<file path="src/rtl/stove_heater_scheduler.sv">
// stove_heater_scheduler
// Shares a limited heating supply between cooking surfaces. Each surface's
// power level (0..9) becomes a number of heater-on slots in a 9-slot period.
// No more than MAX_ACTIVE heaters conduct in any one slot.
// Demand left unserved at the end of a period is dropped, and this raises a
// one-cycle overload pulse.
//
// Build option: define STOVE_SCHED_ROUND_ROBIN_EN to rotate arbitration
// priority with a round-robin pointer. Left undefined, the arbiter uses
// fixed priority, with surface 0 highest.
//
// state    | meaning
// ---------+----------------------------------------------------------
// ST_IDLE  | stove off; outputs, credits, pointer and counters cleared
// ST_RUN   | slot timer running, heaters scheduled at each boundary

module stove_heater_scheduler #(
   parameter int SURFACES   = 4,
   parameter int MAX_ACTIVE = 2,
   parameter int TICK_DIV   = 50000
) (
   input  logic                  clk,
   input  logic                  async_reset,
   input  logic                  enable,
   input  logic [4*SURFACES-1:0] power_levels,
   output logic [SURFACES-1:0]   heater_on,
   output logic [3:0]            slot_index,
   output logic                  period_start,
   output logic                  overload
);

   localparam int CNT_W = $clog2(TICK_DIV);

   typedef enum logic {
      ST_IDLE = 1'b0,
      ST_RUN  = 1'b1
   } state_t;

   state_t                     state_q;
   state_t                     state_d;
   logic                       boundary;

   // Slot timer counts down; a boundary is the edge where it sits at zero.
   logic [CNT_W-1:0]           tick_q;
   logic [3:0]                 next_slot_q;
   logic                       first_slot;

   logic [SURFACES-1:0][3:0]   credit_q;
   logic [SURFACES-1:0][3:0]   credit_d;
   logic [SURFACES-1:0][3:0]   lvl;
   logic                       any_credit;

   logic [SURFACES-1:0]        req;
   logic [SURFACES-1:0]        grant;
   int                         n_granted;
   int                         scan_idx;

`ifdef STOVE_SCHED_ROUND_ROBIN_EN
   localparam int PTR_W = (SURFACES > 1) ? $clog2(SURFACES) : 1;
   logic [PTR_W-1:0]           rr_ptr_q;
   logic [PTR_W-1:0]           rr_ptr_d;
   int                         last_idx;
`endif

   assign first_slot = (next_slot_q == 4'd0);
   assign any_credit = |credit_q;

   // FSM state register; reset takes priority over everything.
   always_ff @(posedge clk) begin
      if (async_reset) begin
         state_q <= ST_IDLE;
      end else begin
         state_q <= state_d;
      end
   end

   // Next-state decode and boundary detection.
   always_comb begin
      state_d  = state_q;
      boundary = 1'b0;
      case (state_q)
         ST_IDLE: begin
            if (enable) begin
               state_d = ST_RUN;
            end
         end
         ST_RUN: begin
            if (!enable) begin
               state_d = ST_IDLE;
            end else begin
               boundary = (tick_q == '0);
            end
         end
         default: state_d = ST_IDLE;
      endcase
   end

   // Clamp levels to 9 and build this slot's request vector.
   // Slot 0 reads the live levels; every later slot runs off the credits
   // snapshotted at slot 0.
   always_comb begin
      lvl = '0;
      req = '0;
      for (int i = 0; i < SURFACES; i++) begin
         lvl[i] = (power_levels[4*i +: 4] > 4'd9) ? 4'd9 : power_levels[4*i +: 4];
         req[i] = first_slot ? (lvl[i] != 4'd0) : (credit_q[i] != 4'd0);
      end
   end

   // Arbiter: scan from the start position (wrapping) and grant the first
   // MAX_ACTIVE requesters.
   always_comb begin
      grant     = '0;
      n_granted = 0;
      scan_idx  = 0;
`ifdef STOVE_SCHED_ROUND_ROBIN_EN
      last_idx  = 0;
`endif
      for (int k = 0; k < SURFACES; k++) begin
`ifdef STOVE_SCHED_ROUND_ROBIN_EN
         scan_idx = int'(rr_ptr_q) + k;
`else
         scan_idx = k;
`endif
         if (scan_idx >= SURFACES) begin
            scan_idx = scan_idx - SURFACES;
         end
         for (int i = 0; i < SURFACES; i++) begin
            if ((i == scan_idx) && req[i] && (n_granted < MAX_ACTIVE)) begin
               grant[i]  = 1'b1;
               n_granted = n_granted + 1;
`ifdef STOVE_SCHED_ROUND_ROBIN_EN
               last_idx  = i;
`endif
            end
         end
      end
   end

   // Credit update: slot 0 reloads from the levels, minus one if granted.
   always_comb begin
      credit_d = credit_q;
      for (int i = 0; i < SURFACES; i++) begin
         credit_d[i] = (first_slot ? lvl[i] : credit_q[i]) - {3'b000, grant[i]};
      end
   end

`ifdef STOVE_SCHED_ROUND_ROBIN_EN
   // The pointer moves to just past the last surface granted, and only when
   // something was granted.
   always_comb begin
      rr_ptr_d = rr_ptr_q;
      if (|grant) begin
         rr_ptr_d = ((last_idx + 1) >= SURFACES) ? '0 : PTR_W'(last_idx + 1);
      end
   end
`endif

   // Datapath registers. Leaving RUN clears everything immediately, so the
   // current slot is abandoned rather than finished.
   always_ff @(posedge clk) begin
      if (async_reset || (state_d == ST_IDLE)) begin
         tick_q       <= '0;
         next_slot_q  <= 4'd0;
         credit_q     <= '0;
         heater_on    <= '0;
         slot_index   <= 4'd0;
         period_start <= 1'b0;
         overload     <= 1'b0;
`ifdef STOVE_SCHED_ROUND_ROBIN_EN
         rr_ptr_q     <= '0;
`endif
      end else begin
         period_start <= 1'b0;
         overload     <= 1'b0;
         if (boundary) begin
            tick_q      <= CNT_W'(TICK_DIV - 1);
            slot_index  <= next_slot_q;
            next_slot_q <= (next_slot_q == 4'd8) ? 4'd0 : next_slot_q + 4'd1;
            heater_on   <= grant;
            credit_q    <= credit_d;
`ifdef STOVE_SCHED_ROUND_ROBIN_EN
            rr_ptr_q    <= rr_ptr_d;
`endif
            if (first_slot) begin
               period_start <= 1'b1;
               overload     <= any_credit;
            end
         end else if (state_q == ST_RUN) begin
            tick_q <= tick_q - 1'b1;
         end
      end
   end

endmodule
</file>
<file path="config.mk">
export PLATFORM = sky130hd
export DESIGN_NAME = stove_heater_scheduler
export DESIGN_NICKNAME = d
export VERILOG_FILES = /design/src/rtl/stove_heater_scheduler.sv
export SDC_FILE = /design/constraint.sdc
export NUM_CORES = 1
export LEC_CHECK = 0
export ABC_AREA = 1
export CORE_ASPECT_RATIO = 1.4
export CORE_MARGIN = 1.5
export CORE_UTILIZATION = 55
export CTS_BUF_LIST = sky130_fd_sc_hd__clkbuf_16
export DETAILED_ROUTE_END_ITERATION = 6
export PLACE_DENSITY = 0.9
export SYNTH_ARGS = -nofsm -noshare
export SYNTH_HDL_FRONTEND = slang
export SYNTH_SLANG_ARGS = --single-unit
</file>
<file path="constraint.sdc">
create_clock -name clk -period 3 [get_ports clk]
set_input_delay 0.6 -clock clk [delete_from_list [all_inputs] [get_ports clk]]
set_output_delay 0.6 -clock clk [all_outputs]
set_load 0.005 [all_outputs]
</file>
# Word-level counts from Yosys, hierarchy flattened

Index checks and enable logic that the tools add are counted.

Register bits after elaboration: 47
Input bits: 19

Magnitude comparators: 7
Multiplexer cells: 26
Bitwise logic cells: 3
$add $sub $neg: 8
Eq/ne operators: 1
Reduce and logical (&&, ||, !) cells: 19

Operator list:

| operator              | count |
|---|---|
| $lt 32x3->1 const B   | 3 |
| $add 32x2->32 const B | 2 |
| $mux 32               | 2 |
| $mux 4                | 9 |
| $mux 16               | 2 |
| $reduce_bool 4->1     | 8 |
| $gt 4x4->1 const B    | 4 |
| $logic_not 16->1      | 1 |
| $reduce_or 16->1      | 1 |
| $sub 16x1->16 const B | 1 |
| $sub 4x1->4           | 4 |
| $mux 1                | 13 |
| $add 4x1->4 const B   | 1 |
| $eq 4x4->1 const B    | 1 |
| $logic_not 4->1       | 1 |
| $reduce_or 2->1       | 2 |
| $logic_and 1x1->1     | 3 |
| $not 1->1             | 3 |
| $reduce_or 3->1       | 1 |
| $reduce_bool 2->1     | 1 |
| $logic_or 1x1->1      | 1 |

# Longest topological paths before layout

Gate-level depths: netlist (run 1).

Word-level depth: 15
Mapped depth: 19
Depth with buffers taken out: 17

# Worst setup path after synthesis (run 1)

OpenSTA, ideal clock, no wires.

Path kind: register to register
From: register next_slot_q[0]
To: register credit_q[14] in the netlist's numbering
Stages on the path, launching flop included: 19
Setup time: 0.116 ns
Arrival time: 2.367 ns
Data required time: 2.884 ns
Setup slack: 0.516 ns
Period minus slack after synthesis: 2.484 ns
Cell sequence: dfxtp_1 inv_1 ha_1 buf_2 nand2_4 buf_6 inv_2 o31ai_1 nand2_1 ha_1 nor2_1 nand3b_1 nand2_1 inv_1 ha_1 ha_1 xnor2_1 nand2_1 o21ai_1

Word-level cells in the longest chain between the ends: 13
Elaborated cells on any way between the ends: 19
Classes of those cells: 3 x add/sub; 3 x order compare; 9 x mux; 4 x reduce/logical

RTL lines:

| item                     | line | source |
|---|---|---|
| start: declaration       | 45   | `logic [3:0] next_slot_q;` |
| start signal: assignment | 179  | `next_slot_q <= (next_slot_q == 4'd8) ? 4'd0 : next_slot_q + 4'd1;` |
| $logic_not 4->1 *        | 65   | `assign first_slot = (next_slot_q == 4'd0);` |
| $mux 1                   | 106  | `req[i] = first_slot ? (lvl[i] != 4'd0) : (credit_q[i] != 4'd0);` |
| $mux 1                   | 129  | `if ((i == scan_idx) && req[i] && (n_granted < MAX_ACTIVE)) begin` |
| $lt 32x3->1              | 129  |  |
| $logic_and 1x1->1        | 129  |  |
| $mux 32                  | 129  |  |
| $lt 32x3->1              | 129  |  |
| $logic_and 1x1->1        | 129  |  |
| $mux 32                  | 129  |  |
| $lt 32x3->1              | 129  |  |
| $logic_and 1x1->1 *      | 129  |  |
| $mux 1 *                 | 129  |  |
| net grant[3]             | 54   | `logic [SURFACES-1:0] grant;` |
| $sub 4x1->4 *            | 144  | `credit_d[i] = (first_slot ? lvl[i] : credit_q[i]) - {3'b000, grant[i]};` |
| end signal: assignment   | 181  | `credit_q <= credit_d;` |
| end: declaration         | 48   | `logic [SURFACES-1:0][3:0] credit_q;` |

The timed path passes the listed nets; every way through them passes the cells marked *.
A chain may end at the register's enable or synchronous reset.

# Worst setup path in the final report (run 1)

From: input power_levels[6]
To: register credit_q[14] in the netlist's numbering

Word-level cells in the longest chain between the ends: 13
Elaborated cells on any way between the ends: 14
Classes of those cells: 2 x add/sub; 3 x order compare; 5 x mux; 4 x reduce/logical

RTL lines:

| item                | line | source |
|---|---|---|
| start: declaration  | 25   | `input logic [4*SURFACES-1:0] power_levels,` |
| $gt 4x4->1          | 105  | `lvl[i] = (power_levels[4*i +: 4] > 4'd9) ? 4'd9 : power_levels[4*i +: 4];` |
| $mux 4 *            | 105  |  |
| $reduce_bool 4->1 * | 106  |  |
| $mux 1 *            | 106  |  |
| $logic_and 1x1->1 * | 129  |  |
| $mux 32 *           | 129  |  |
| $lt 32x3->1         | 129  |  |
| $logic_and 1x1->1   | 129  |  |
| $mux 32 *           | 129  |  |
| $lt 32x3->1 *       | 129  |  |
| $logic_and 1x1->1 * | 129  |  |
| $mux 1 *            | 129  |  |
| net grant[3]        | 54   |  |
| $sub 4x1->4 *       | 144  |  |

Marked as above.

==> metrics.log, run 1 <==
INFO  metric grt_pass1_wl = 11300 um
INFO  metric r2r_setup_slack = 0.36 ns
INFO  metric cts_resized = 0
INFO  metric synth_fp_nets = 470
INFO  metric layout.cells.non_filler = ~530
INFO  metric route.final.wire_length = 6850 um
INFO  metric final_period_minus_worst_setup_slack = approximately 2.6 ns
INFO  metric path_max_fanout = 4
INFO  metric power_per_cell_area = 476 mW/mm^2
INFO  metric count_of_mapped_cells_out_of_synthesis = between 400 and 500
INFO  metric globalRoute.totalOverflow = 0
INFO  metric yosys-top-cells-area = sky130_fd_sc_hd__dfxtp_1 33%, sky130_fd_sc_hd__nand2_1 19%, sky130_fd_sc_hd__inv_1 8.8%
INFO  metric remaining_drc_errors = 0
INFO  metric numClockSinks = between 40 and 50
INFO  metric fmax_achieved = 378 MHz
INFO  metric dr_total_vias = 2864
INFO  metric cts-root-buf = sky130_fd_sc_hd__clkbuf_16
INFO  metric clock_skew = 0.00830 ns
INFO  metric ys_ff_latch = 47
INFO  metric worst_slew_pin_slew = 0.514 ns
INFO  metric timing.max_cap.violations = 0
INFO  metric worst-setup-path-type = input port to register
INFO  metric post_drt_wl_per_cell = about 13 um
INFO  metric postCtsSetupBuffers = 0
INFO  metric cts_hold_buf = 0
INFO  metric port_buffers = 28
INFO  metric hold_viol_final = 0
INFO  metric combined_global_route_utilization_of_all_metal_layers = 25.4%
INFO  metric setup_total_negative_slack = 0 ns
INFO  metric core_area = 0.00492 mm^2
INFO  metric power_leakage = between 1.5 and 2 nW
INFO  metric insertion_delay = roughly 0.29 ns
INFO  metric drv_slew = 0
INFO  metric tritoncts = yes
INFO  metric drt.antenna.violating_nets = 0
INFO  metric synth_warnings = 0
INFO  metric design.die.area = 0.00562 mm^2
INFO  metric std_cell_rows = 30
INFO  metric timing.critical_path.required = 3.23 ns
INFO  metric cell_count_post_placement = 522
INFO  metric grt_pass1_vias = between 2k and 3k
INFO  metric ctsLongestPathBuffers = 2
INFO  metric post-synth-top-area-cell = sky130_fd_sc_hd__dfxtp_1
INFO  metric critical_path.endpoint_type = register
INFO  metric first_pass_iters = 4
INFO  metric start_kind = input port
INFO  metric ys_seq_area_share = 33.1%
INFO  metric antenna_found_initial = 0
INFO  metric grt_start_max_net_pins = 28
INFO  metric via_per_inst = 5.39
INFO  metric synthDominantCellAreaShare = 33.1%
INFO  metric number_of_buffers_inserted_during_clock_tree_synthesis = 5
INFO  metric post_route_cells_drive_above_1_share = 6.00%
INFO  metric ir_drop = 418 uV
INFO  metric syn_area = 0.00284 mm^2
INFO  metric report.final.setup_viol = 0
INFO  metric status = complete, no violations
INFO  metric final_net_count = 498
INFO  metric syn_area_per_cell = around 6.5 um^2
INFO  metric ys_types = 28
INFO  metric diodes = 0
INFO  metric num_io_pins = 29
INFO  metric area_delta_synth_final = 16.9%
INFO  metric cp_data_arrival_time = 2.87 ns
INFO  metric cts.clk_slew.worst_paths = 0.07 ns
INFO  metric rsz0062_at_grt = no
INFO  metric detailed_place_hpwl = 4810 um
INFO  metric chip_height = 88.1 um
INFO  metric dr.first_iter.drc_count = 330
INFO  metric htreeDepth = 2
INFO  metric chipWidth = 63.8 um
INFO  metric worst_slew_margin_relative_to_its_limit = between 60% and 70%
INFO  metric gpl.final_weighted_congestion = slightly above 0.9
INFO  metric hold_class = register to register
INFO  metric fin_crit_sh = 88.1%
INFO  metric start_util = slightly below 60%
layer usage:
| layer | share of wire [%] | track usage [%] | routed length [um] | up-vias |
|---|---|---|---|---|
| li1 | - | - | - | 1424 |
| met1 | 39 | 25.9 | 2660 | 1323 |
| met2 | 53 | 50.0 | 3630 | 98 |
| met3 | 5.1 | 4.11 | 351 | 19 |
| met4 | 2.9 | 11.5 | 200 | 0 |
| met5 | 0 | 0 | 0 | - |
state kept, by name, indices dropped and copies added, names as in the netlist:
name / flops
credit_q: 16
slot_index: 4
state_q: 1
heater_on: 4
overload: 1
tick_q: 16
period_start: 1
next_slot_q: 4
cells by family after synthesis:
group,Yosys count,synth area share [%]
compound gates,39,7.53
buf+inv,82,12.5
xor+xnor,8,2.46
simple gates,249,38.7
fa+ha+maj,13,5.72
flops,47,33.1
power by group:
part	leakage, nW	switching [W]	internal (W)
combinational	1.17	0.000189	0.000115
sequential	0.380	0.0000145	0.000639
clock	0.0812	0.000237	0.000389
total	1.63	0.000441	0.00114
through the flow:
step | utilization, % | hold slack, ns | area (um^2) | total power (W) | worst slack, ns
3_5_place_dp | 63.8 | 0.435 | 3140 | 0.000959 | 0.128
4_1_cts | 67.2 | 0.451 | 3300 | 0.00158 | 0.225
2_1_floorplan | - | 0.426 | 2840 | 0.000882 | 0.516
5_1_grt | 67.6 | 0.475 | 3320 | 0.00165 | 0.0997
3_3_place_gp | 63.8 | 0.429 | 3140 | 0.000946 | 0.237
6_report | 67.6 | 0.449 | 3320 | 0.00158 | 0.358
worst paths after layout:
kind | start | depth (start not counted) | to
worst min register to register | slot_index[2] | 2 | slot_index[2]
worst max-delay path | power_levels[6] | 15 | credit_q[14]
worst min-delay path | slot_index[2] | 2 | slot_index[2]
worst max register to register | next_slot_q[0] | 16 | credit_q[14]
cells in the mapped netlist (all sizes together):
library cell and number:
xnor2 5, nand2 144, inv 71, nand3b 2, a21boi 1, buf 11
a21oi 9, o31ai 2, nand4 13, a31oi 1, o2bb2ai 2, ha 13
nand3 34, nor3 7, o21ai 23, nor2 49, o211ai 1, xor2 3
dfxtp 47
worst max-delay path, cell delays in order:
cell and delay [ns]:
sky130_fd_sc_hd__clkdlybuf4s50_1 0.43, sky130_fd_sc_hd__inv_1 0.06, sky130_fd_sc_hd__nand2_1 0.05, sky130_fd_sc_hd__o31ai_1 0.22
sky130_fd_sc_hd__nand2_1 0.17, sky130_fd_sc_hd__ha_1 0.24, sky130_fd_sc_hd__nor2_1 0.12, sky130_fd_sc_hd__nand3b_1 0.10
sky130_fd_sc_hd__nand2_1 0.10, sky130_fd_sc_hd__inv_1 0.05, sky130_fd_sc_hd__ha_1 0.22, sky130_fd_sc_hd__ha_1 0.20
sky130_fd_sc_hd__xnor2_1 0.17, sky130_fd_sc_hd__nand2_1 0.07, sky130_fd_sc_hd__o21ai_1 0.08
cell usage in the layout, fill, tap and decap left out, drive strengths merged, types with 3 or more instances in the layout:
master / synthesis / final
clkdlybuf4s50: 0 / 28
nor2: 49 / 49
dfxtp: 47 / 47
xor2: 3 / 3
o21ai: 23 / 23
a21oi: 9 / 9
buf: 11 / 3
nand2: 144 / 145
nand4: 13 / 13
clkbuf: 0 / 5
nor3: 7 / 7
ha: 13 / 13
xnor2: 5 / 5
inv: 71 / 71
nand3: 34 / 34
layout make-up:
class	instances	area [um^2]
flip-flops and latches	47	941
multi-input cells	310	1570
clock inverters	3	38.8
inverters	71	267
repair buffers	31	303
clock buffers	5	125
fillers	424	1590
well taps	64	80.1
Note: power is estimated with default switching activity, not from simulation.
==> run 2, diff against run 1 <==
Settings changed: MAX_ROUTING_LAYER set to met4.
==> run 2 against run 1 <==
Compared with the run above:
- critical path type unchanged
- highest routed layer unchanged
- final cell count stayed put
- register-to-register slack about the same
- largest cell class unchanged
- clock power grew 14%
==> metrics.log, run 2 (synthesized netlist as in run 1, its figures left out) <==
INFO  metric status = complete, no violations (unchanged)
INFO  metric chipWidth = 63.8 um (unchanged)
INFO  metric finalCoreUtilization = 67.8% (was 67.6%)
INFO  metric clock_skew = 0.00754 ns (was 0.00830 ns)
INFO  metric timing.critical_path.depth = 13 (was 15)
INFO  metric num_io_pins = 29 (unchanged)
INFO  metric grt_pass1_wl = 11000 um (was 11300 um)
INFO  metric design.die.area = 0.00562 mm^2 (unchanged)
INFO  metric worst_path_largest_cell_delay = 0.49 ns (was 0.43 ns)
INFO  metric number_of_buffers_inserted_during_clock_tree_synthesis = 5 (unchanged)
INFO  metric antenna_found_initial = 0 (unchanged)
INFO  metric insertion_delay = 0.29 ns (about the same)
INFO  metric cp_data_arrival_time = 2.88 ns (was 2.87 ns)
INFO  metric timing.critical_path.slowest_stage_cell = sky130_fd_sc_hd__clkdlybuf4s50_1 (unchanged)
INFO  metric worst_slew_pin_slew = 0.562 ns (was 0.514 ns)
INFO  metric chip_height = 88.1 um (unchanged)
INFO  metric layout.cells.non_filler = 531 (unchanged)
INFO  metric diodes = 0 (unchanged)
INFO  metric remaining_drc_errors = 0 (unchanged)
INFO  metric fin_crit_sh = 88.4% (was 88.1%)
INFO  metric drt.antenna.violating_nets = 0 (unchanged)
INFO  metric layout_commonest_cell = sky130_fd_sc_hd__nand2_1 (unchanged)
INFO  metric detailed_place_hpwl = 4650 um (was 4810 um)
INFO  metric ctsLongestPathBuffers = 2 (unchanged)
INFO  metric first_pass_iters = 4 (unchanged)
INFO  metric path_buf_inv = 2 (was 3)
INFO  metric dr.first_iter.drc_count = 167 (was 330)
INFO  metric area_delta_synth_final = 17.3% (was 16.9%)
INFO  metric drv_slew = 0 (unchanged)
INFO  metric cts-root-buf = sky130_fd_sc_hd__clkbuf_16 (unchanged)
INFO  metric fmax_achieved = 377 MHz (was 378 MHz)
INFO  metric timing.max_cap.violations = 0 (unchanged)
INFO  metric globalRoute.totalOverflow = 0 (unchanged)
INFO  metric cts.clk_slew.worst_paths = 0.07 ns (about the same)
INFO  metric setup_total_negative_slack = 0 ns (unchanged)
INFO  metric power_per_cell_area = 500 mW/mm^2 (was 476 mW/mm^2)
INFO  metric post_route_cells_drive_above_1_share = 5.78% (was 6.00%)
INFO  metric tritoncts = yes (unchanged)
INFO  metric post_drt_wl_per_cell = 12.4 um (was 12.9 um)
INFO  metric cell_family_contributing_the_most_delay_on_the_critical_path = adder cells (unchanged)
INFO  metric via_per_inst = 5.31 (was 5.39)
INFO  metric route.final.wire_length = 6600 um (was 6850 um)
INFO  metric grt_start_max_net_pins = 26 (was 28)
INFO  metric numClockSinks = 47 (unchanged)
INFO  metric cts_resized = 0 (unchanged)
INFO  metric port_buffers = 28 (unchanged)
INFO  metric holdPathStages = 2 (unchanged)
INFO  metric leading_registers_by_flop_count = credit_q x16, tick_q x16 (unchanged)
INFO  metric final_period_minus_worst_setup_slack = 2.65 ns (was 2.64 ns)
INFO  metric timing.critical_path.required = 3.23 ns (about the same)
INFO  metric critical_path.endpoint_type = register (unchanged)
INFO  metric gpl.final_weighted_congestion = 0.948 (was 0.922)
INFO  metric final_net_count = 498 (unchanged)
INFO  metric hold_slack = 0.447 ns (was 0.449 ns)
INFO  metric layout.cells.most_common_list = 142 x sky130_fd_sc_hd__nand2_1, 68 x sky130_fd_sc_hd__inv_1, 47 x sky130_fd_sc_hd__dfxtp_1 (was 142 x sky130_fd_sc_hd__nand2_1, 67 x sky130_fd_sc_hd__inv_1, 47 x sky130_fd_sc_hd__dfxtp_1)
INFO  metric ir_drop = 417 uV (was 418 uV)
INFO  metric power_leakage = 1.64 nW (was 1.63 nW)
INFO  metric report.final.setup_viol = 0 (unchanged)
INFO  metric htreeDepth = 2 (unchanged)
INFO  metric hold_viol_final = 0 (unchanged)
INFO  metric timing.critical_path.cells = clkdlybuf4s50_1 > o31ai_1 > nand2_1 > ha_1 > nor2_1 > nand3b_1 > nand2_1 > inv_1 > ha_1 > ha_1 > xnor2_1 > nand2_1 > o21ai_1 (was clkdlybuf4s50_1 > inv_1 > nand2_1 > o31ai_1 > nand2_1 > ha_1 > nor2_1 > nand3b_1 > nand2_1 > inv_1 > ha_1 > ha_1 > xnor2_1 > nand2_1 > o21ai_1)
INFO  metric core_area = 0.00492 mm^2 (unchanged)
INFO  metric std_cell_rows = 30 (unchanged)
INFO  metric dr_total_vias = 2822 (was 2864)
INFO  metric reg2regPathDepth = 16 (unchanged)
INFO  metric hold_class = register to register (unchanged)
INFO  metric start_util = 57.8% (unchanged)
INFO  metric postCtsSetupBuffers = 0 (unchanged)
INFO  metric path_max_fanout = 4 (unchanged)
INFO  metric cts_hold_buf = 0 (unchanged)
INFO  metric start_kind = input port (unchanged)
INFO  metric worst_slew_margin_relative_to_its_limit = 62.5% (was 65.7%)
INFO  metric worst-setup-path-type = input port to register (unchanged)
INFO  metric cell_count_post_placement = 523 (was 522)
INFO  metric combined_global_route_utilization_of_all_metal_layers = 25.5% (was 25.4%)
INFO  metric grt_pass1_vias = 2740 (was 2741)
INFO  metric rsz0062_at_grt = no (unchanged)
[run 2: cell count changes in the layout (fill, tap and decap cells not counted), sizes merged]
cell    previous run  this run
clkinv             2         0
nand2            145       144
inv               71        72
buf                3         4
bufinv             1         2
[run 2: final timing paths]
check,startpoint,end,slack (ns)
worst min register to register,heater_on[0],heater_on[0],0.45
worst min-delay path,heater_on[0],heater_on[0],0.45
worst max-delay path,power_levels[3],credit_q[14],0.35
worst max register to register,next_slot_q[0],credit_q[14],0.35
[run 2: where the power goes]
part / internal (W) / switching, W / total (W)
Combinational: 0.000115 / 0.000183 / 0.000299
Clock: 0.000475 / 0.000241 / 0.000716
Sequential: 0.000639 / 0.0000143 / 0.000653
Total: 0.00123 / 0.000439 / 0.00167
[run 2: stage by stage]
stage / instance area, um^2 / total power (W) / worst slack [ns]
finish: 3330 / 0.00167 / 0.347
global route: 3330 / 0.00174 / 0.0850
CTS: 3330 / 0.00167 / 0.345
detailed placement: 3150 / 0.000957 / 0.112
global placement: 3150 / 0.000948 / 0.245
floorplan: 2840 / 0.000882 / 0.516
[run 2: tightest hold or removal path: cells and delay by family, from the launching register on]
family	cells	cell delay [ns]
flops	1	0.31
simple gates	2	0.10
[run 2: area by class of cell]
class,instances,area [um^2]
fill,423,1580
multi-input combinational,309,1550
sequential,47,941
timing repair buffer,32,310
inverter,71,267
clock buffer,5,125
tap,64,80.1
clock inverter,3,63.8
[run 2: metal layers]
| metal | vias up | global-route usage (%) | wire [um] |
|---|---|---|---|
| met2 | 81 | 49.5 | 3500 |
| li1 | 1423 | - | - |
| met4 | 0 | 10.3 | 125 |
| met3 | 11 | 4.37 | 280 |
| met5 | - | - | 0 |
| met1 | 1307 | 24.8 | 2690 |
==> run 3, diff against run 2 <==
Settings changed: SKIP_CTS_REPAIR_TIMING set to 1.
==> results of run 3 <==
Same layout as run 2: the final DEF is identical, and so are final timing and power.
